$ cat src/rtl/dcache_ctrl.sv
// Miss/write sequencer for a direct-mapped, write-through, no-write-allocate data cache.
// Load hits complete with zero added latency; misses and stores go through the memory port.
module dcache_ctrl #(
  parameter int DATA_WIDTH = 32,
  parameter int CNT_WIDTH  = 32
) (
  input  logic                  clk,
  input  logic                  rst,
  input  logic                  req_valid_i,
  input  logic                  req_we_i,
  input  logic [DATA_WIDTH-1:0] req_addr_i,
  input  logic [DATA_WIDTH-1:0] req_wdata_i,
  output logic [DATA_WIDTH-1:0] rdata_o,
  output logic                  stall_o,
  input  logic                  cache_hit_i,
  input  logic [DATA_WIDTH-1:0] cache_rdata_i,
  output logic                  cache_wr_o,
  output logic [DATA_WIDTH-1:0] cache_wdata_o,
  output logic                  mem_req_o,
  output logic                  mem_we_o,
  output logic [DATA_WIDTH-1:0] mem_addr_o,
  output logic [DATA_WIDTH-1:0] mem_wdata_o,
  input  logic [DATA_WIDTH-1:0] mem_rdata_i,
  input  logic                  mem_ack_i,
  output logic [CNT_WIDTH-1:0]  hit_cnt_o,
  output logic [CNT_WIDTH-1:0]  miss_cnt_o
);

  typedef enum logic [1:0] {IDLE, RD_MISS, RD_RESP, WR_MEM} state_e;

  state_e                state_q, state_d;
  logic [DATA_WIDTH-1:0] data_q, data_d;
  logic [CNT_WIDTH-1:0]  hit_cnt_q, hit_cnt_d;
  logic [CNT_WIDTH-1:0]  miss_cnt_q, miss_cnt_d;

  // Outputs are decoded combinationally from state and request so a load hit
  // returns data and a miss stalls in the very cycle the request appears.
  always_comb begin
    state_d       = state_q;
    data_d        = data_q;
    hit_cnt_d     = hit_cnt_q;
    miss_cnt_d    = miss_cnt_q;
    stall_o       = 1'b0;
    mem_req_o     = 1'b0;
    mem_we_o      = 1'b0;
    cache_wr_o    = 1'b0;
    cache_wdata_o = data_q;
    rdata_o       = cache_rdata_i;

    case (state_q)
      IDLE: begin
        if (req_valid_i) begin
          if (req_we_i) begin
            stall_o = 1'b1;
            state_d = WR_MEM;
          end else if (cache_hit_i) begin
            if (hit_cnt_q != '1) hit_cnt_d = hit_cnt_q + CNT_WIDTH'(1);
          end else begin
            stall_o = 1'b1;
            if (miss_cnt_q != '1) miss_cnt_d = miss_cnt_q + CNT_WIDTH'(1);
            state_d = RD_MISS;
          end
        end
      end
      RD_MISS: begin
        stall_o   = 1'b1;
        mem_req_o = 1'b1;
        if (mem_ack_i) begin
          data_d  = mem_rdata_i;
          state_d = RD_RESP;
        end
      end
      RD_RESP: begin
        cache_wr_o = 1'b1;
        rdata_o    = data_q;
        state_d    = IDLE;
      end
      WR_MEM: begin
        mem_req_o     = 1'b1;
        mem_we_o      = 1'b1;
        cache_wdata_o = req_wdata_i;
        // No-write-allocate: only a line that already holds the address is updated.
        if (mem_ack_i) begin
          cache_wr_o = cache_hit_i;
          state_d    = IDLE;
        end else begin
          stall_o = 1'b1;
        end
      end
      default: state_d = IDLE;
    endcase
  end

  assign mem_addr_o  = req_addr_i;
  assign mem_wdata_o = req_wdata_i;
  assign hit_cnt_o   = hit_cnt_q;
  assign miss_cnt_o  = miss_cnt_q;

  always_ff @(posedge clk) begin
    if (rst) begin
      state_q    <= IDLE;
      data_q     <= '0;
      hit_cnt_q  <= '0;
      miss_cnt_q <= '0;
    end else begin
      state_q    <= state_d;
      data_q     <= data_d;
      hit_cnt_q  <= hit_cnt_d;
      miss_cnt_q <= miss_cnt_d;
    end
  end

endmodule

$ cat config.mk
export PLATFORM = sky130hd
export DESIGN_NAME = dcache_ctrl
export DESIGN_NICKNAME = d
export VERILOG_FILES = /design/src/rtl/dcache_ctrl.sv
export SDC_FILE = /design/constraint.sdc
export NUM_CORES = 1
export LEC_CHECK = 0
export ABC_CLOCK_PERIOD_IN_PS = 2800
export BUFFER_PORTS_ARGS = -buffer_cell sky130_fd_sc_hd__buf_4
export CAP_MARGIN = 20
export CORE_MARGIN = 5
export CORE_UTILIZATION = 40
export CTS_BUF_LIST = sky130_fd_sc_hd__clkbuf_4 sky130_fd_sc_hd__clkbuf_8
export DETAILED_ROUTE_END_ITERATION = 12
export GPL_TIMING_DRIVEN = 1
export PLACE_DENSITY_LB_ADDON = 0.12
export SKIP_LAST_GASP = 1
export SYNTH_ARGS = -nofsm -noshare
export SYNTH_HDL_FRONTEND = slang
export SYNTH_SLANG_ARGS = --single-unit
$ cat constraint.sdc
create_clock -name clk -period 2.8 [get_ports clk]
set_clock_uncertainty 0.1 [all_clocks]
set_input_delay 0.28 -clock clk [delete_from_list [all_inputs] [get_ports clk]]
set_output_delay 0.28 -clock clk [all_outputs]
set_load 0.03 [all_outputs]
* After elaboration in Yosys (flattened, before gate mapping)
Index checks and enable logic that the tools add are counted.
Word-level totals: register bits after elaboration 98, logic and storage cells 40
Operators by class: add/subtract/negate cells 2, equality and inequality tests 9, muxes and demuxes 17, bitwise logic cells 2, reduce and logical (&&, ||, !) cells 6
Operators by type and width (number):
- adder 32 x 1 -> 32 bit (second input constant) | 2
- two-way mux 32 bit | 2
- != test 32 bit (second input constant) | 2
- two-way mux 2 bit | 5
- AND reduction 5 bit | 2
- case mux 2 bit (4 select lines) | 1
- two-way mux 1 bit | 7
- != test 2 bit (second input constant) | 3
- == test 2 bit (second input constant) | 2
- AND reduction 4 bit | 1
- != test 3 bit (second input constant) | 1
- case mux 1 bit (3 select lines) | 1
- == test 2 x 1 -> 1 bit (second input constant) | 1
- zero test 2 bit | 1
- NOT 1 bit | 2
- case mux 1 bit (2 select lines) | 1
- AND reduction 2 bit | 1
- OR reduction 2 bit | 1

* Depth between registers and ports, before layout
word-level depth 4, mapped depth 8

* Least setup slack after synthesis
OpenSTA, ideal clock, no wires.
path kind register to register, from reg hit_cnt_q[0], in the netlist hit_cnt_o[0], to reg hit_cnt_q[28], in the netlist hit_cnt_o[28], data arrival time 2.487 ns, data required time 2.579 ns, path slack 0.092 ns, stages on the path, launching flop included 8, buffers on the path 1, period minus slack after synthesis 2.708 ns, cell sequence dfxtp_1 -> ha_1 -> nand4_1 -> or4_1 -> clkbuf_1 -> nor4_1 -> and3_1 -> mux2_2
Between the ends: longest elaborated chain between the ends 2
Ends and longest elaborated chain:
- from (decl) | line 33 | logic [CNT_WIDTH-1:0] hit_cnt_q, hit_cnt_d;
- from (signal assigned) | line 108 | hit_cnt_q <= hit_cnt_d;
- branches (longest 2 deep; another with adder 32 x 1 -> 32 bit)
Parallel ways; which one is timed is not known. A chain may end at the register's enable or synchronous reset.

* Final worst setup path
from reg state_q[1], to reg miss_cnt_q[28], in the netlist miss_cnt_o[28]
Between the ends: longest elaborated chain between the ends 2
Ends and longest elaborated chain:
- from (decl) | line 31 | state_e state_q, state_d;
- from (signal assigned) | line 106 | state_q <= state_d;
- zero test 2 bit | line 50 | case (state_q)
- AND reduction 5 bit (no source line)
- to (signal assigned) | line 109 | miss_cnt_q <= miss_cnt_d;
- to (decl) | line 34 | logic [CNT_WIDTH-1:0] miss_cnt_q, miss_cnt_d;
Every way passes these cells.

==> summary.txt <==
max-cap violation count: 0
post-synthesis net count: 838
Slew Limit Fails: 0
core area: 14400 µm²
most numerous cell in the Yosys netlist: dfxtp_1
Power Dens Cells: 411 nW/µm²
CTS tree: done
Std-Cell Rows: 44
H-tree levels: 3
height of the die: 131 µm
mux cell area share after synthesis: 15.7%
DRC: 0
Gate Count Post-Synth: 702
post-route setup TNS: 0 ns
# IOs: 330
sequential cell area fraction in the yosys report: 33.7%
fin area: 7750 µm²
status: finished, final reports clean
Synth Area in Compound Gates: 11.2%
Syn. warnings: 0
GPL Wtd Cong: 0.878
worst vdd ir: 268 µV
clock slew seen by the registers of the worst setup and hold paths: 0.09 ns
Fill cells: 1382
Final min period: 2.63 ns
Slowest-stage cell, CP: or3_1
routed vias: 5760
die area: 17000 µm²
# port buffers: 265
Rel. slew slack: 44.0%
Post-synth ARST share: 0%
Setup Fix Bufs, Post-CTS: 0
1st-iter DRT viols: 302
routed wire length: 19600 µm
Mean Syn Cell Area: 8.28 µm²
first-pass GRT wire length: 29200 µm
RSZ-0062 raised after global routing: false
Seq cells post-synth: 98
Top delay family on crit path: simple AND/OR/NAND/NOR gates
router iterations before antenna repair: 5
Leak: 3.21 nW
worst endpoint required time: 2.93 ns
initial antenna violation count: 0
Crit path buffers/inverters: 1
CTS buffer count: 9
Max FO, Critical Path: 13
Total GRT Usage: 21.7%
crit path launch type: flip-flop
Least-Margin Pin Slew: 0.841 ns
Post-synth EDFFs: 0
Post-DRT Antenna Nets: 0
Netlist cell types: 46
Final Setup Violations: 0
cell taking the most area after synthesis: dfxtp_1
clk root buf: clkbuf_8
Synth area leaders: dfxtp_1 34%, mux2_2 15%, buf_4 8.4%
ANT cells: 0
top cell type's share of synthesized area: 33.7%
Max clock buf depth: 2
Max Fclk: 380 MHz
layout cells sized above 1: 43.9%
Placement Cell Area: 7530 µm²
PostCTS Resize Cnt: 0
Starting Density: 40.5%
Post-Synth Simple-Gate Area: 24.4%
Crit Path Category: flip-flop to flip-flop
Hold WS: 0.0405 ns
DIE WIDTH: 131 µm
Clk Latency, worst-skew pair: 0.38 ns
nets: 1028
Synth top cells by count: 98 x dfxtp_1, 83 x nand2_1, 80 x mux2_2, 65 x a21oi_1, 65 x buf_4
CP Cell Sequence: or3b_4 -> or3_1 -> a2111oi_1 -> buf_4 -> a31o_2 -> a21oi_1
vias in the first global route: 5510
Wirelength per Cell: 18.2 µm
worst min path class: primary input to flip-flop
Layout area overhead: 33.4%
Post-Synth Adder-Cell Area: 0.430%
Worst Path Arrival: 2.76 ns
Remaining Overflow, GRT: 0
# hold bufs at CTS: 0
flop-to-flop setup slack: 0.17 ns
post-synth design cell area: 5810 µm²
CP peak stage delay: 0.56 ns
CP endpoint kind: flip-flop
largest net degree at the start of global routing: 83
largest family of logic cells by synthesized area: simple AND/OR/NAND/NOR gates
DR vias/cell: 5.33
Synth Flop Type: dfxtp_1
crit share post-route: 93.9%
Post-DP HPWL: 15300 µm
Post-Synth XOR/XNOR Area: 2.41%
Final Hold Violating Endpoints: 0
clock sink count: 98
==> cell type report <==
class / instances / area (µm²) / share of cell area (%)
clock inverter: 6 / 90.1 / 1.16
timing repair buffer: 283 / 2120 / 27.4
multi-input combinational: 484 / 3160 / 40.7
clock buffer: 10 / 131 / 1.69
sequential: 98 / 1960 / 25.3
inverter: 16 / 60.1 / 0.775
tap: 184 / 230 / 2.97
==> cell usage in the layout, fill, tap and decap left out, drive strengths merged, types with 3 or more instances in the layout <==
master,instances
o21ai,18
dfxtp,98
nor2b,15
nor4,19
clkbuf,10
buf,283
a31o,3
or3,16
a21oi,65
nor3b,4
nand2,83
nor2,47
nand4,26
nor3,6
a2111oi,3
and4,6
or4,14
and3,6
nand3,22
a211oi,3
xnor2,14
inv,17
o31ai,9
mux2,80
==> metrics by stage <==
step                      setup slack, ns  cells  power, mW  utilization, %
final                               0.170   1081       3.18            54.0
after global placement              0.280   1065       2.18            52.4
after global routing               0.0508   1081       3.33            54.0
after CTS                           0.201   1081       3.24            54.0
after floorplan                    0.0920    702       1.98               -
after detailed placement            0.205   1065       2.18            52.4
==> per-layer routing <==
metal  GRT usage (%)  vias to the layer above  routed length [µm]
li1                -                     2810                   -
met1            25.0                     2695                7490
met2            37.9                      227                9800
met3            6.34                       28                1830
met5               0                        -                   0
met4            8.59                        0                 522
==> logic make-up (layout without fill, tap and decap cells) <==
family / Yosys count / in the layout
compound gates: 111 / 111
mux: 81 / 81
xor+xnor: 16 / 16
simple gates: 274 / 274
flops: 98 / 98
buf+inv: 120 / 315
fa+ha+maj: 2 / 2
==> power by group <==
part | leakage, nW | internal, mW | switching (mW)
logic | 2.31 | 0.311 | 0.402
clock network | 0.110 | 0.517 | 0.523
registers | 0.791 | 1.41 | 0.0182
==> path summary, 6_finish.rpt <==
check,startpoint,end,cells after the start
max,state_q[1],miss_cnt_o[28],6
min,mem_rdata_i[10],data_q[10],3
min reg2reg,data_q[9],data_q[9],2
max reg2reg,state_q[1],miss_cnt_o[28],6
==> flip-flops by register name, summed over array words and instances, names as in the netlist <==
| register | flops |
|---|---|
| miss_cnt_o | 32 |
| hit_cnt_o | 32 |
| state_q | 2 |
| data_q | 32 |
==> tightest hold or removal path, cell delays in order <==
cell	delay, ns
buf_4	0.11
nand2_1	0.04
a21oi_1	0.05
Note: power is estimated with default switching activity, not from simulation.
